### src/rtl/led_pattern_engine.sv
// led_pattern_engine: LED animator with a built-in tick prescaler, a speed
// counter, four animation modes (bounce, rotate-left, rotate-right, bar),
// pause, and a one-cycle step strobe for every new LED pattern.
module led_pattern_engine #(
    parameter int N_LED    = 8,
    parameter int N_SPEED  = 8,
    parameter int TICK_DIV = 400000
) (
    input  logic               clk,
    input  logic               reset,
    input  logic [1:0]         mode,
    input  logic [N_SPEED-1:0] speed,
    input  logic               pause,
    output logic [N_LED-1:0]   leds,
    output logic               step,
    output logic               dir
);

    localparam int PW = (TICK_DIV > 2) ? $clog2(TICK_DIV) : 1;

    typedef enum logic [1:0] {
        MODE_BOUNCE = 2'd0,
        MODE_ROL    = 2'd1,
        MODE_ROR    = 2'd2,
        MODE_BAR    = 2'd3
    } mode_t;

    logic [PW-1:0]      presc_reg;
    logic               tick;
    logic [N_SPEED-1:0] cnt_reg;
    logic [N_SPEED-1:0] limit;
    mode_t              mode_reg;
    mode_t              mode_in;
    logic [N_LED-1:0]   leds_reg;
    logic [N_LED-1:0]   leds_next;
    logic               dir_reg;
    logic               dir_next;
    logic               step_reg;
    logic [N_LED-1:0]   rol;
    logic [N_LED-1:0]   ror;
    logic [N_LED-1:0]   fill;
    logic [N_LED-1:0]   drain;

    assign mode_in = mode_t'(mode);
    assign tick    = (presc_reg == PW'(TICK_DIV - 1));
    // (2^N_SPEED-1) - speed is simply the bitwise complement at this width.
    assign limit   = ~speed;

    assign rol   = {leds_reg[N_LED-2:0], leds_reg[N_LED-1]};
    assign ror   = {leds_reg[0], leds_reg[N_LED-1:1]};
    assign fill  = {leds_reg[N_LED-2:0], 1'b1};
    assign drain = leds_reg >> 1;

    assign leds = leds_reg;
    assign dir  = dir_reg;
    assign step = step_reg;

    // Free-running prescaler; ignores pause and mode changes.
    always_ff @(posedge clk) begin
        if (!reset) begin
            presc_reg <= '0;
        end else if (tick) begin
            presc_reg <= '0;
        end else begin
            presc_reg <= presc_reg + 1'b1;
        end
    end

    // Next pattern and direction for one advance in the current mode.
    always_comb begin
        leds_next = leds_reg;
        dir_next  = dir_reg;
        case (mode_reg)
            MODE_BOUNCE: begin
                // Direction flips as soon as an end LED is reached, so the
                // end LED is shown for exactly one step.
                if (dir_reg) begin
                    if (leds_reg[N_LED-1]) begin
                        leds_next = ror;
                        dir_next  = 1'b0;
                    end else begin
                        leds_next = rol;
                        dir_next  = ~rol[N_LED-1];
                    end
                end else begin
                    if (leds_reg[0]) begin
                        leds_next = rol;
                        dir_next  = 1'b1;
                    end else begin
                        leds_next = ror;
                        dir_next  = ror[0];
                    end
                end
            end
            MODE_ROL: begin
                leds_next = rol;
                dir_next  = 1'b1;
            end
            MODE_ROR: begin
                leds_next = ror;
                dir_next  = 1'b0;
            end
            MODE_BAR: begin
                if (dir_reg) begin
                    leds_next = fill;
                    dir_next  = ~(&fill);
                end else begin
                    leds_next = drain;
                    dir_next  = ~(|drain);
                end
            end
            default: begin
                leds_next = leds_reg;
                dir_next  = dir_reg;
            end
        endcase
    end

    // Animation state: reset > mode change > pause > advance on tick.
    always_ff @(posedge clk) begin
        if (!reset) begin
            leds_reg <= N_LED'(1);
            dir_reg  <= 1'b1;
            step_reg <= 1'b0;
            cnt_reg  <= '0;
            mode_reg <= mode_in;
        end else if (mode_in != mode_reg) begin
            mode_reg <= mode_in;
            leds_reg <= N_LED'(1);
            dir_reg  <= 1'b1;
            step_reg <= 1'b0;
            cnt_reg  <= '0;
        end else if (pause) begin
            step_reg <= 1'b0;
        end else if (tick) begin
            if (cnt_reg >= limit) begin
                cnt_reg  <= '0;
                leds_reg <= leds_next;
                dir_reg  <= dir_next;
                step_reg <= 1'b1;
            end else begin
                cnt_reg  <= cnt_reg + 1'b1;
                step_reg <= 1'b0;
            end
        end else begin
            step_reg <= 1'b0;
        end
    end

endmodule

### config.mk
export PLATFORM = sky130hd
export DESIGN_NAME = led_pattern_engine
export DESIGN_NICKNAME = d
export VERILOG_FILES = /design/src/rtl/led_pattern_engine.sv
export SDC_FILE = /design/constraint.sdc
export NUM_CORES = 1
export LEC_CHECK = 0
export ABC_AREA = 1
export BUFFER_PORTS_ARGS = -buffer_cell sky130_fd_sc_hd__buf_2
export CAP_MARGIN = 20
export CORE_ASPECT_RATIO = 1.25
export CORE_UTILIZATION = 30
export DETAILED_ROUTE_END_ITERATION = 10
export SLEW_MARGIN = 20
export SYNTH_ARGS = -nofsm -noshare
export SYNTH_HDL_FRONTEND = slang
export SYNTH_SLANG_ARGS = --single-unit
### constraint.sdc
create_clock -name clk -period 2.2 [get_ports clk]
set_clock_uncertainty 0.05 [all_clocks]
set_input_delay 0 -clock clk [delete_from_list [all_inputs] [get_ports clk]]
set_output_delay 0 -clock clk [all_outputs]
set_load 0.02 [all_outputs]
======== Yosys cells after proc, flatten, opt, wreduce, memory -nomap -nowiden ========
Index checks and enable logic that the tools add are counted.
Widths: inputs -> output; s select.
word-level totals
  bits in registers ....................... 39
  bits of input ports ..................... 13
  output and inout bits ................... 10
  word-level logic and storage cells ...... 44
cells by class
  $add $sub $neg .......................... 2
  magnitude comparators ................... 1
  equality and inequality tests ........... 6
  muxes and demuxes ....................... 14
  bitwise operators ....................... 7
  reduce and logical (&&, ||, !) cells .... 8
operator list
  operator               count
  $mux 8                 5
  $pmux 8 s4             1
  $add 19x1->19 const B  1
  $eq 19x19->1 const B   1
  $add 8x1->8 const B    1
  $ge 8x8->1             1
  $not 8->8              1
  $reduce_and 7->1       1
  $reduce_or 7->1        1
  $not 1->1              6
  $mux 1                 5
  $eq 2x2->1 const B     2
  $mux 2                 2
  $pmux 1 s4             1
  $reduce_or 2->1        2
  $reduce_or 4->1        1
  $reduce_and 3->1       1
  $eq 2x1->1 const B     1
  $logic_not 2->1        1
  $ne 2x1->1 const B     1
  $ne 2x2->1             1
  $reduce_and 2->1       1

======== Depth between registers and ports, before layout ========
  depth after elaboration ................. 4
  depth in mapped cells ................... 13
  mapped depth without buffers ............ 12

======== Worst setup path after synthesis ========
OpenSTA, ideal clock, no wires.
  kind .................................... register to register
  start point ............................. register presc_reg[0]
  end point ............................... register leds_reg[1] (netlist: leds[1])
  library setup time ...................... 0.118 ns
  data arrival time ....................... 1.503 ns
  required time ........................... 2.032 ns
  path slack .............................. 0.529 ns
  stages on the path, launching flop included .. 12
  path buffers ............................ 1
  period minus slack after synthesis ...... 1.671 ns
  cell sequence ........................... dfxtp_1 ha_1 nand2_2 nor2_8 nand2_4 nor2_4 nand3_4 inv_4 nand2_4 buf_6 nand3_2 o21ai_2
between the ends
  word-level cells in the longest chain between the ends .. 2
ends and longest elaborated chain
  item                               RTL line  text
  start, declared                    28        logic [PW-1:0] presc_reg;
  start signal, assigned             65        presc_reg <= presc_reg + 1'b1;
  $eq 19x19->1                       45        assign tick = (presc_reg == PW'(TICK_DIV - 1));
  $reduce_and 3->1 (no source line)  --
  end signal, assigned               138       leds_reg <= leds_next;
  end, declared                      34        logic [N_LED-1:0] leds_reg;
Every way passes these cells.
A chain may end at the register's enable or synchronous reset.

======== Worst setup path after layout ========
  start point ............................. register presc_reg[0]
  end point ............................... register presc_reg[10]
between the ends
  word-level cells in the longest chain between the ends .. 2
  elaborated cells on any way between the ends .. 3
  classes of those cells .................. add/sub (1); eq/ne (1); reduce/logical (1)
ends and longest elaborated chain
  item
  parallel branches: the longest is 2 deep, another holds $add 19x1->19
Parallel ways; which one is timed is not known.

==> metrics <==
status finished clean; Total Wirelength 5.76 mm; critical path start-end classification register to register; FF+latch count, synth 39; final non-filler cell area 2930 µm²; Cells after Synth 388; WL per Instance 11.3 µm; Antenna Nets Post-Route 0; worst-path cell chain ha_1, nand2_2, nor2_8, nand2_4, nor2_4, nand2_1, nand2_1, inv_1, o21ai_0, a21oi_1; internal power 1.13 mW; CP Launch Type register; Die Width 85.1 µm; endpoints failing setup 0; Via density 4.85; core area 8290 µm²; syn avg cell area 6.67 µm²; Worst slew margin 78.3%; Peak VDD IR 0.372 mV; CP Data Required Time 2.33 ns; Util after Layout 35.3%; CP max stage delay 0.40 ns; clk sink count 39; layout net count 437; RSZ-0062 raised after global routing false; combinational group share of total power 7.8%; Synth Warn # 0; CP most frequent cell nand2_1; root buffer cell clkbuf_8; largest net degree at the start of global routing 22; Finished Layout Cells 512; sequential cell fraction of total power 49.7%; Syn Nets 411; die area 9010 µm²; Area contributors post-synth dfxtp_1, nand2_1, nor2_1; area leader, netlist dfxtp_1; Die Ht 106 µm; initial antenna violation count 0; PortBufs 22; Post-DP HPWL 4.57 mm; Total Power 1.47 mW; global-route wire length before repair 9.96 mm; Worst Path Arrival 2.02 ns; GRT overflow 0; Register Area 801 µm²; sw power 339 µW; slew of the pin with the lowest slew margin 0.324 ns; Post-synth EDFFs 2; vias in the first global route 2227; via count 2482; DRC Markers 0; fillers 900; register area share after synthesis 30.9%; min-delay worst type input port to register; Final Hold Viols 0; sw frac 23.1%; post-synth top area share 28.6%; initial drt markers 98; CTS max path bufs 2; CP max-delay cell dfxtp_1; Clock Power Share 42.5%; final slew viol count 0; Clock transition at path regs 0.08 ns; Crit path buffers/inverters 1; IO Count 23; H-tree depth 2; Fmax achieved 530 MHz; drt pass-1 iters 4; Final period util 85.8%; Yosys cell types 38; CTS tree yes; Power Density 502 nW/µm²; CP max FO 9; Initial Util 31.2%; GRT Util Overall 13.6%; ys flop type dfxtp_1; PnR worst setup slack 0.312 ns; RePlAce Congestion 0.896; placed cell areas 2790 µm²; multi-input combinational cell area 1530 µm²; n_diodes 0; area grow syn2layout 13.0%; final critical-path required period 1.89 ns; CTS buffer count 5; Max Cap Viol 0; pre-CTS WS 0.243 ns; Leak Pwr 1.35 nW; share of cells above drive strength 1 14.0%; Placed Cells 502; Fin Hold WS 0.00696 ns; asr flop ratio synth 0%; Post-Syn Area 2590 µm²; worst skew pair latency 0.29 ns; Rows 37; Fin Setup TNS 0 ns; max FFs per register 19; Worst setup EP type register; critical path's top delay family simple AND/OR/NAND/NOR gates
[metal layers]
metal  wire length (µm)  GRT usage (%)  vias to the layer above  share of wire, %
met5                  0              0                        -                 0
li1                   -              -                     1311                 -
met4                 55           3.63                        0              0.95
met3                144           1.88                        6               2.5
met1               2540           15.5                     1131                44
met2               3030           25.9                       34                53
[power by group through the flow]
| stage | clock network, mW | registers (mW) | logic [mW] |
|---|---|---|---|
| floorplan | 0 | 0.742 | 0.0856 |
| global placement | 0 | 0.746 | 0.110 |
| detailed placement | 0 | 0.747 | 0.112 |
| CTS | 0.647 | 0.730 | 0.115 |
| global route | 0.666 | 0.732 | 0.130 |
| finish | 0.624 | 0.730 | 0.115 |
[cell usage after synthesis, types with 2 or more instances]
master    number
o22ai_1        3
nor2_1        62
nand3_2       10
clkbuf_1       3
edfxtp_1       2
o21ai_0        9
ha_1          10
a31oi_1        2
inv_2          2
nand3b_1       2
xor2_1         6
a21oi_1       13
buf_4          2
nand4_1       13
nor3_1         5
inv_1         48
nand2_1      102
nand2_4        2
nand3_1       27
o211ai_1       5
dfxtp_1       37
buf_6          3
nor3b_1        2
o21bai_1       2
o21a_1         3
[layout by cell type (no fill, tap or decap), types with 2 or more instances in the layout]
cell	instances
nor3_1	5
nand4_1	13
nor3b_1	2
o22ai_1	3
clkbuf_8	6
nand2_1	101
edfxtp_1	2
nor2_1	62
nand3_2	10
o21a_1	3
buf_2	22
ha_1	10
inv_1	48
o21bai_1	2
nand2_2	2
nand3_1	27
buf_4	4
dlygate4sd3_1	2
nand2_4	2
o211ai_1	5
a31oi_1	2
o21ai_0	9
a21oi_1	13
nand3b_1	2
inv_2	2
xor2_1	6
dfxtp_1	37
[path summary, 6_finish.rpt]
path / startpoint / endpoint / slack (ns) / depth (start not counted)
worst max-delay path: presc_reg[0] / presc_reg[10] / 0.31 / 10
worst min-delay path: pause / cnt_reg[5] / 0.007 / 4
worst max register to register: presc_reg[0] / presc_reg[10] / 0.31 / 10
worst min register to register: presc_reg[17] / presc_reg[17] / 0.41 / 2
[worst reg2reg max path: stages, from the launching register on]
cell and delay [ns]:
dfxtp_1 0.40, ha_1 0.21, nand2_2 0.10, nor2_8 0.15
nand2_4 0.09, nor2_4 0.16, nand2_1 0.08, nand2_1 0.25
inv_1 0.13, o21ai_0 0.10, a21oi_1 0.06
[kinds of logic (layout without fill, tap and decap cells)]
group                      count (synthesis)  after routing  share of synthesized area (%)
and+or+nand+nor                          232            232                           42.6
buffers and inverters                     60             87                           10.0
xor gates and xnor gates                   7              7                           2.37
adders and majority gates                 10             10                           4.83
AOI/OAI and AO/OA                         40             40                           9.28
DFF                                       39             39                           30.9
[area by class of cell]
cell class	count	share of cell area [%]
multi-input cells	289	52.4
flip-flops and latches	39	27.4
inverters	51	6.63
repair buffers	28	5.47
well taps	97	4.15
clock buffers	6	2.82
clock inverters	2	1.20
[what timing repair did]
item,CTS,global route
endpoints found under the setup margin,0,2
gates resized for setup,0,1
hold buffers,2,0
setup buffers,0,0
endpoints found under the hold margin,2,0
Power figures use the tool's default switching activity.
